`config.mk`:
```
export PLATFORM = sky130hd
export DESIGN_NAME = bht_update_scheduler
export DESIGN_NICKNAME = d
export VERILOG_FILES = /design/src/rtl/bht_update_scheduler.sv
export SDC_FILE = /design/constraint.sdc
export NUM_CORES = 2
export LEC_CHECK = 0
export ABC_AREA = 1
export CAP_MARGIN = 10
export CELL_PAD_IN_SITES_DETAIL_PLACEMENT = 1
export CELL_PAD_IN_SITES_GLOBAL_PLACEMENT = 2
export CORE_ASPECT_RATIO = 1.75
export CORE_MARGIN = 5
export CORE_UTILIZATION = 37
export DETAILED_ROUTE_END_ITERATION = 10
export PLACE_DENSITY_LB_ADDON = 0.1
export SYNTH_ARGS = -nofsm -noshare
export SYNTH_HDL_FRONTEND = slang
export SYNTH_SLANG_ARGS = --single-unit
```
`constraint.sdc`:
```
create_clock -name clk -period 20.8 [get_ports clk]
set_input_delay 4.16 -clock clk [delete_from_list [all_inputs] [get_ports clk]]
set_output_delay 4.16 -clock clk [all_outputs]
set_load 0.05 [all_outputs]
```
`src/rtl/bht_update_scheduler.sv`:
```
// Branch history table owner: post-reset init sweep, ROB training FIFO and conflict-aware drain.
// Define BHT_FWD_EN so that same-index drains forward to lookup and never stall.
module bht_update_scheduler #(
  parameter int         SIZE     = 9,
  parameter int         QDEPTH   = 4,
  parameter logic [1:0] INIT_VAL = 2'd1
) (
  input  logic                       clk,
  input  logic                       rst,
  input  logic                       rdy,
  input  logic                       lookup_valid,
  input  logic [31:0]                lookup_ins,
  output logic                       lookup_taken,
  input  logic                       train_valid,
  input  logic                       train_taken,
  input  logic [31:0]                train_code,
  output logic                       train_ready,
  output logic                       busy,
  output logic [$clog2(QDEPTH):0]    q_count
);

  localparam int AW      = $clog2(QDEPTH);
  localparam int QCW     = AW + 1;
  localparam int ENTRIES = 1 << SIZE;

  typedef enum logic {
    ST_INIT = 1'b0,
    ST_RUN  = 1'b1
  } state_t;

  state_t            state, state_next;
  logic [SIZE-1:0]   sweep_idx, sweep_next;
  logic              in_run;
  logic              sweep_we;

  logic [1:0]        bht [ENTRIES];
  logic [SIZE:0]     fifo_mem [QDEPTH];
  logic [AW-1:0]     head, tail;

  logic [SIZE-1:0]   lookup_idx;
  logic [SIZE-1:0]   train_idx;
  logic [SIZE-1:0]   head_idx;
  logic              head_taken;
  logic [1:0]        head_cnt;
  logic [1:0]        upd_cnt;
  logic [1:0]        lookup_cnt;
  logic              push, pop, stall;
  logic              unused_bits;

  assign lookup_idx = lookup_ins[5+SIZE:6];
  assign train_idx  = train_code[5+SIZE:6];
  assign unused_bits = ^{lookup_valid, lookup_ins[31:6+SIZE], lookup_ins[5:0],
                         train_code[31:6+SIZE], train_code[5:0]};

  // State register: rst always restarts the sweep from entry 0.
  always_ff @(posedge clk) begin
    if (rst) begin
      state     <= ST_INIT;
      sweep_idx <= '0;
    end else begin
      state     <= state_next;
      sweep_idx <= sweep_next;
    end
  end

  always_comb begin
    state_next = state;
    sweep_next = sweep_idx;
    busy       = 1'b0;
    in_run     = 1'b0;
    sweep_we   = 1'b0;
    case (state)
      ST_INIT: begin
        busy = 1'b1;
        if (rdy) begin
          sweep_we   = 1'b1;
          sweep_next = sweep_idx + SIZE'(1);
          if (&sweep_idx) state_next = ST_RUN;
        end
      end
      ST_RUN: begin
        in_run = 1'b1;
      end
      default: begin
        state_next = ST_INIT;
        sweep_next = '0;
      end
    endcase
  end

  assign head_idx   = fifo_mem[head][SIZE:1];
  assign head_taken = fifo_mem[head][0];
  assign head_cnt   = bht[head_idx];
  assign lookup_cnt = bht[lookup_idx];

  always_comb begin
    upd_cnt = head_cnt;
    if (head_taken) begin
      if (head_cnt != 2'b11) upd_cnt = head_cnt + 2'd1;
    end else begin
      if (head_cnt != 2'b00) upd_cnt = head_cnt - 2'd1;
    end
  end

  assign train_ready = in_run && (q_count < QCW'(QDEPTH));
  assign push        = rdy && train_valid && train_ready;

`ifdef BHT_FWD_EN
  logic fwd_hit;
  assign stall        = 1'b0;
  assign pop          = rdy && in_run && (q_count != '0);
  assign fwd_hit      = pop && (lookup_idx == head_idx);
  assign lookup_taken = in_run && (fwd_hit ? upd_cnt[1] : lookup_cnt[1]);
`else
  // Fetch lookup wins a same-index collision; the drain waits a cycle.
  assign stall        = lookup_valid && (lookup_idx == head_idx);
  assign pop          = rdy && in_run && (q_count != '0) && !stall;
  assign lookup_taken = in_run && lookup_cnt[1];
`endif

  // Training FIFO storage; contents need no reset since the pointers gate them.
  always_ff @(posedge clk) begin
    if (push) fifo_mem[tail] <= {train_idx, train_taken};
  end

  always_ff @(posedge clk) begin
    if (rst) begin
      head    <= '0;
      tail    <= '0;
      q_count <= '0;
    end else begin
      if (push) tail <= tail + AW'(1);
      if (pop)  head <= head + AW'(1);
      case ({push, pop})
        2'b10:   q_count <= q_count + QCW'(1);
        2'b01:   q_count <= q_count - QCW'(1);
        default: q_count <= q_count;
      endcase
    end
  end

  // Single table write port, shared by the init sweep and the drain.
  always_ff @(posedge clk) begin
    if (!rst) begin
      if (sweep_we)
        bht[sweep_idx] <= INIT_VAL;
      else if (pop)
        bht[head_idx] <= upd_cnt;
    end
  end

endmodule

```
After elaboration in Yosys (flattened, before gate mapping)

Memory sizes are Yosys's and may differ from the RTL's. A register that Yosys moved wholly into a read port is not among the register bits.
Cells that the tools add are included.

Output and inout port bits: 6
Memory bits (writable): 1064
Register bits: 17
Word-level logic and storage cells: 60
Bits of input ports: 70
Memories kept: 2

Add/subtract/negate cells: 7
Magnitude comparators: 1
Bitwise gates (word level): 1
Muxes and demuxes: 25
Eq/ne operators: 4
Reduce and logical (&&, ||, !) cells: 15

Memory list:

| name     | depth | bits a word | read ports | clocked after memory_dff | write ports | line | RTL |
|---|---|---|---|---|---|---|---|
| bht      | 512   | 2           | 2          | 0                        | 1           | 36   | `logic [1:0] bht [ENTRIES];` |
| fifo_mem | 4     | 10          | 1          | 1                        | 1           | 37   | `logic [SIZE:0] fifo_mem [QDEPTH];` |

Operator list:

| kind                                                 | count |
|---|---|
| two-way mux 1 bit                                    | 17 |
| two-way mux 2 bit                                    | 6 |
| adder 9 x 1 -> 9 bit (second input constant)         | 1 |
| equality test 9 bit                                  | 1 |
| two-way mux 9 bit                                    | 1 |
| AND reduction 9 bit                                  | 1 |
| logical AND 1 bit                                    | 8 |
| adder 2 x 1 -> 2 bit (second input constant)         | 3 |
| case mux 3 bit (2 select lines)                      | 1 |
| nonzero test 2 bit                                   | 2 |
| adder 3 x 1 -> 3 bit (second input constant)         | 1 |
| less-than comparator 3 bit (second input constant)   | 1 |
| nonzero test 3 bit                                   | 1 |
| subtractor 3 x 1 -> 3 bit (second input constant)    | 1 |
| equality test 2 x 1 -> 1 bit (second input constant) | 1 |
| equality test 2 bit (second input constant)          | 1 |
| != test 2 bit (second input constant)                | 1 |
| AND reduction 2 bit                                  | 1 |
| OR reduction 2 bit                                   | 1 |
| subtractor 2 x 1 -> 2 bit (second input constant)    | 1 |
| logical NOT 1 bit                                    | 1 |
| inverter 1 bit                                       | 1 |

Depth between registers and ports, before layout

Depth after elaboration: 10
Mapped depth: 23
Depth with buffers taken out: 19

Worst setup path before layout

Ideal clock, no wire load.

Path kind: input to register
From: in lookup_ins[11]
To: mem bht[0][1] (data pin)
Required time: 18187 ps
Library setup time: 2613 ps
Data arrival time: 17174 ps
Cell stages on the path: 10
Buffers on the path: 2
Setup slack: 1014 ps
Path through: buf_1 clkinv_1 xor2_1 nor4_1 nand3_1 nand2_1 nor2_4 buf_2 nand2_1 nor2_1

Cells in the longest elaborated chain, start to end: 10

RTL lines:

| item                                    | line | RTL |
|---|---|---|
| from (decl)                             | 12   | `input logic [31:0] lookup_ins,` |
| equality test 9 bit                     | 116  | `assign stall = lookup_valid && (lookup_idx == head_idx);` |
| logical AND 1 bit                       | 116  |  |
| logical NOT 1 bit                       | 117  | `assign pop = rdy && in_run && (q_count != '0) && !stall;` |
| logical AND 1 bit                       | 117  |  |
| two-way mux 1 bit                       | 147  | `else if (pop)` |
| two-way mux 1 bit                       | 145  | `if (sweep_we)` |
| two-way mux 1 bit                       | 144  | `if (!rst) begin` |
| two-way mux 1 bit (implied by the code) | 148  | `bht[head_idx] <= upd_cnt;` |
| OR reduction 2 bit (no line)            | n/a  |  |
| two-way mux 2 bit (no line)             | n/a  |  |
| to (decl)                               | 36   |  |

No other way between the ends.

Worst setup path after layout

From: in lookup_ins[6]
To: out lookup_taken

Cells in the longest elaborated chain, start to end: 2

RTL lines:

| item                      | line | RTL |
|---|---|---|
| memory read (512 x 2 bit) | n/a  |  |
| logical AND 1 bit         | 118  | `assign lookup_taken = in_run && lookup_cnt[1];` |
| to (decl)                 | 13   | `output logic lookup_taken,` |

No other way between the ends.

==> flow_metrics.tcl <==
set metrics [dict create \
    max_freq_mhz 71.2 \
    clock_latency_ns 0.72 \
    start_kind "primary input" \
    period_minus_slack_ns 14.04 \
    netlist_area_sq_um 50800 \
    setup-tns-final_ns 0 \
    pwr-share-clk_pct 44.8 \
    slew_headroom_pct 18.0 \
    first_iter_violations 2760 \
    synthToLayoutAreaGrowth_pct 10.4 \
    antenna_left 0 \
    maxCapViolCount 0 \
    final_common_cell "nand3_1" \
    grt_pass1_wl_mm 287 \
    ctsResizeCount 0 \
    cts_hold_buf 0 \
    coreArea_sq_um 137000 \
    numCtsBuffers 105 \
    yosys-top-cells-area "edfxtp_1 63%, nand3_1 12%, nand2_1 7.5%, nor2_1 6.3%, o21ai_0 3.2%" \
    cp_data_arrival_time_ns 9.88 \
    status "completed" \
    worstHoldPathType "register to register" \
    syn_area_per_cell_sq_um 9.63 \
    tightest_slew_ns 1.23 \
    post_cts_buffers 0 \
    globalplace.congestion 0.785 \
    synth_edf_count 1064 \
    syn_inst 5274 \
    track_usage_pct 26.6 \
    viasPerCell 5.87 \
    r2r-end "bht[309][0]" \
    fin_util_pct 41.0 \
    post_dp_cell_area_sq_um 52500 \
    setup_viol 0 \
    internal_power_mw 3.54 \
    vias 40900 \
    clockRootBuffer "clkbuf_16" \
    wirelength_mm 199 \
    initial_core_util_pct 37.1 \
    post-place-ws_ns 7.05 \
    worst_ir_drop_vdd_mv 0.0782 \
    reg2reg_depth 23 \
    dp_cells 6771 \
    dp_hpwl_mm 108 \
    hold_viol 0 \
    synth-warning-count 0 \
    ys_ff_latch 1083 \
    switching_share_pct 21.6 \
    layoutNonFillerInstCount 6970 \
    crit_path_start "lookup_ins[6]" \
    overflow 0 \
    p_sw_mw 0.972 \
    ioPinCount 76 \
    synth_cell_type_count 35 \
    avgRoutedWirePerCell_um 28.6 \
    drt_pass1_iterations 6 \
    cts_buffer_depth 3 \
    seqPwrFrac_pct 52.3 \
    fin_area_sq_um 56100 \
    synth_top_area_cell "edfxtp_1" \
    cts_max_level 3 \
    holdWs_ns 0.486 \
    rsz0062_at_grt "no" \
    clk_pin_slew_ns 0.07 \
    first_global_vias 43400 \
    clock-sinks 1083 \
    synth-async-reset-ratio_pct 0 \
    fin_ws_ns 6.76 \
    multi_input_area_sq_um 16700 \
    nFillCells 15500 \
    finalCritPeriodShare_pct 67.5 \
    yosys.area.top_type_share_pct 62.9 \
    fp.dieH_um 500 \
    fp.dieW_um 290 \
    cp-end-kind "primary output" \
    layout_common_cells "1259 x nand3_1, 1064 x edfxtp_1, 995 x nand2_1, 857 x nor2_1, 328 x o21ai_0" \
    r2r_slack_ns 11.83 \
    power_mw 4.51 \
    slew_violations 0 \
    finalClockSkew_ns 0.0198 \
    drc_errors 0 \
    cp-endpoint "lookup_taken" \
    ys_seq_area_share_pct 63.6 \
    cp_max_fo 86 \
    p_per_area_nw_per_um2 80.4 \
    dieArea_sq_um 145000 \
    syn_nets 5352 \
    drive_gt1_share_pct 5.93 \
    ff_latch_area_sq_um 32300 \
    path_class "primary input to primary output" \
    port_buffers 29 \
    layout.nets 5136 \
    grt_max_degree 228 \
    ys.flop_type "edfxtp_1" \
    worstPathRequired_ns 16.64 \
    cts_tree "built" \
    antenna_found_initial 3 \
    rows 180 \
    p_leak_nw 19.1 \
    p_comb_share_pct 2.9 \
]
cells by family (layout without fill, tap and decap cells):
group	Yosys count	count (layout)	synth area share (%)
flip-flops	1083	1083	63.6
other	0	3	0
buffers and inverters	492	365	3.87
XOR/XNOR	6	6	0.103
AND/OR/NAND/NOR	3162	3162	26.6
AO/OA/AOI/OAI	523	523	5.59
adder cells (fa/ha/maj)	8	8	0.212
area by class of cell:
cell class / count / area share (%)
Sequential cell: 1083 / 57.7
Multi-Input combinational cell: 3699 / 29.7
Clock buffer: 124 / 5.00
Tap cell: 1820 / 4.06
Timing Repair Buffer: 112 / 1.72
Clock inverter: 72 / 1.39
Inverter: 57 / 0.431
Antenna cell: 3 / 0.0134
worst min path at each step:
stage	slack [ns]	depth (start not counted)	endpoint	from
2_1_floorplan	0.44	2	register	head[1]
3_3_place_gp	0.46	1	head[0]	head[0]
3_5_place_dp	0.48	1	head[0]	head[0]
4_1_cts	0.49	1	head[0]	head[0]
5_1_grt	0.51	1	head[0]	head[0]
6_report	0.49	2	head[1]	head[1]
flip-flops by register name (all words and copies together), names as in the netlist, named ones only:
| name | count |
|---|---|
| tail | 2 |
| sweep_idx | 9 |
| bht | 1024 |
| head | 2 |
| fifo_mem | 40 |
| state | 1 |
| q_count | 3 |
worst max-delay path: stages:
cell and delay, ns:
buf_8 0.22, inv_8 0.51, buf_4 0.80, buf_4 0.87, o21ai_0 0.18, o22ai_1 0.16
o21ai_0 0.15, o22ai_1 0.52, nand2_1 0.12, nand3_1 0.11, nand2_1 0.12, a21oi_1 0.15
o31ai_1 0.24, nand3_1 0.18, nand2_1 0.06, nor2_1 0.24, clkdlybuf4s50_1 0.87
cells in the mapped netlist (all sizes together), types with 19 or more instances:
cell type,count
a21oi,22
nand2,1018
clkbuf,320
o22ai,155
o21ai,335
dfxtp,19
buf,115
nor2,865
nand3,1261
inv,55
edfxtp,1064
per-layer routing:
metal	global-route usage [%]	part of all wire (%)	routed length, um
met2	49.3	52	104000
met5	0	0	0
met4	10.2	4.0	8060
met3	3.01	4.9	9690
met1	31.7	39	77500
power by group through the flow:
stage	sequential, mW	clock [mW]	combinational [mW]
finish	2.36	2.02	0.130
global route	2.36	2.15	0.136
CTS	2.36	2.06	0.129
detailed placement	2.41	0	0.128
global placement	2.41	0	0.128
floorplan	2.41	0	0.0633
Power figures use the tool's default switching activity.
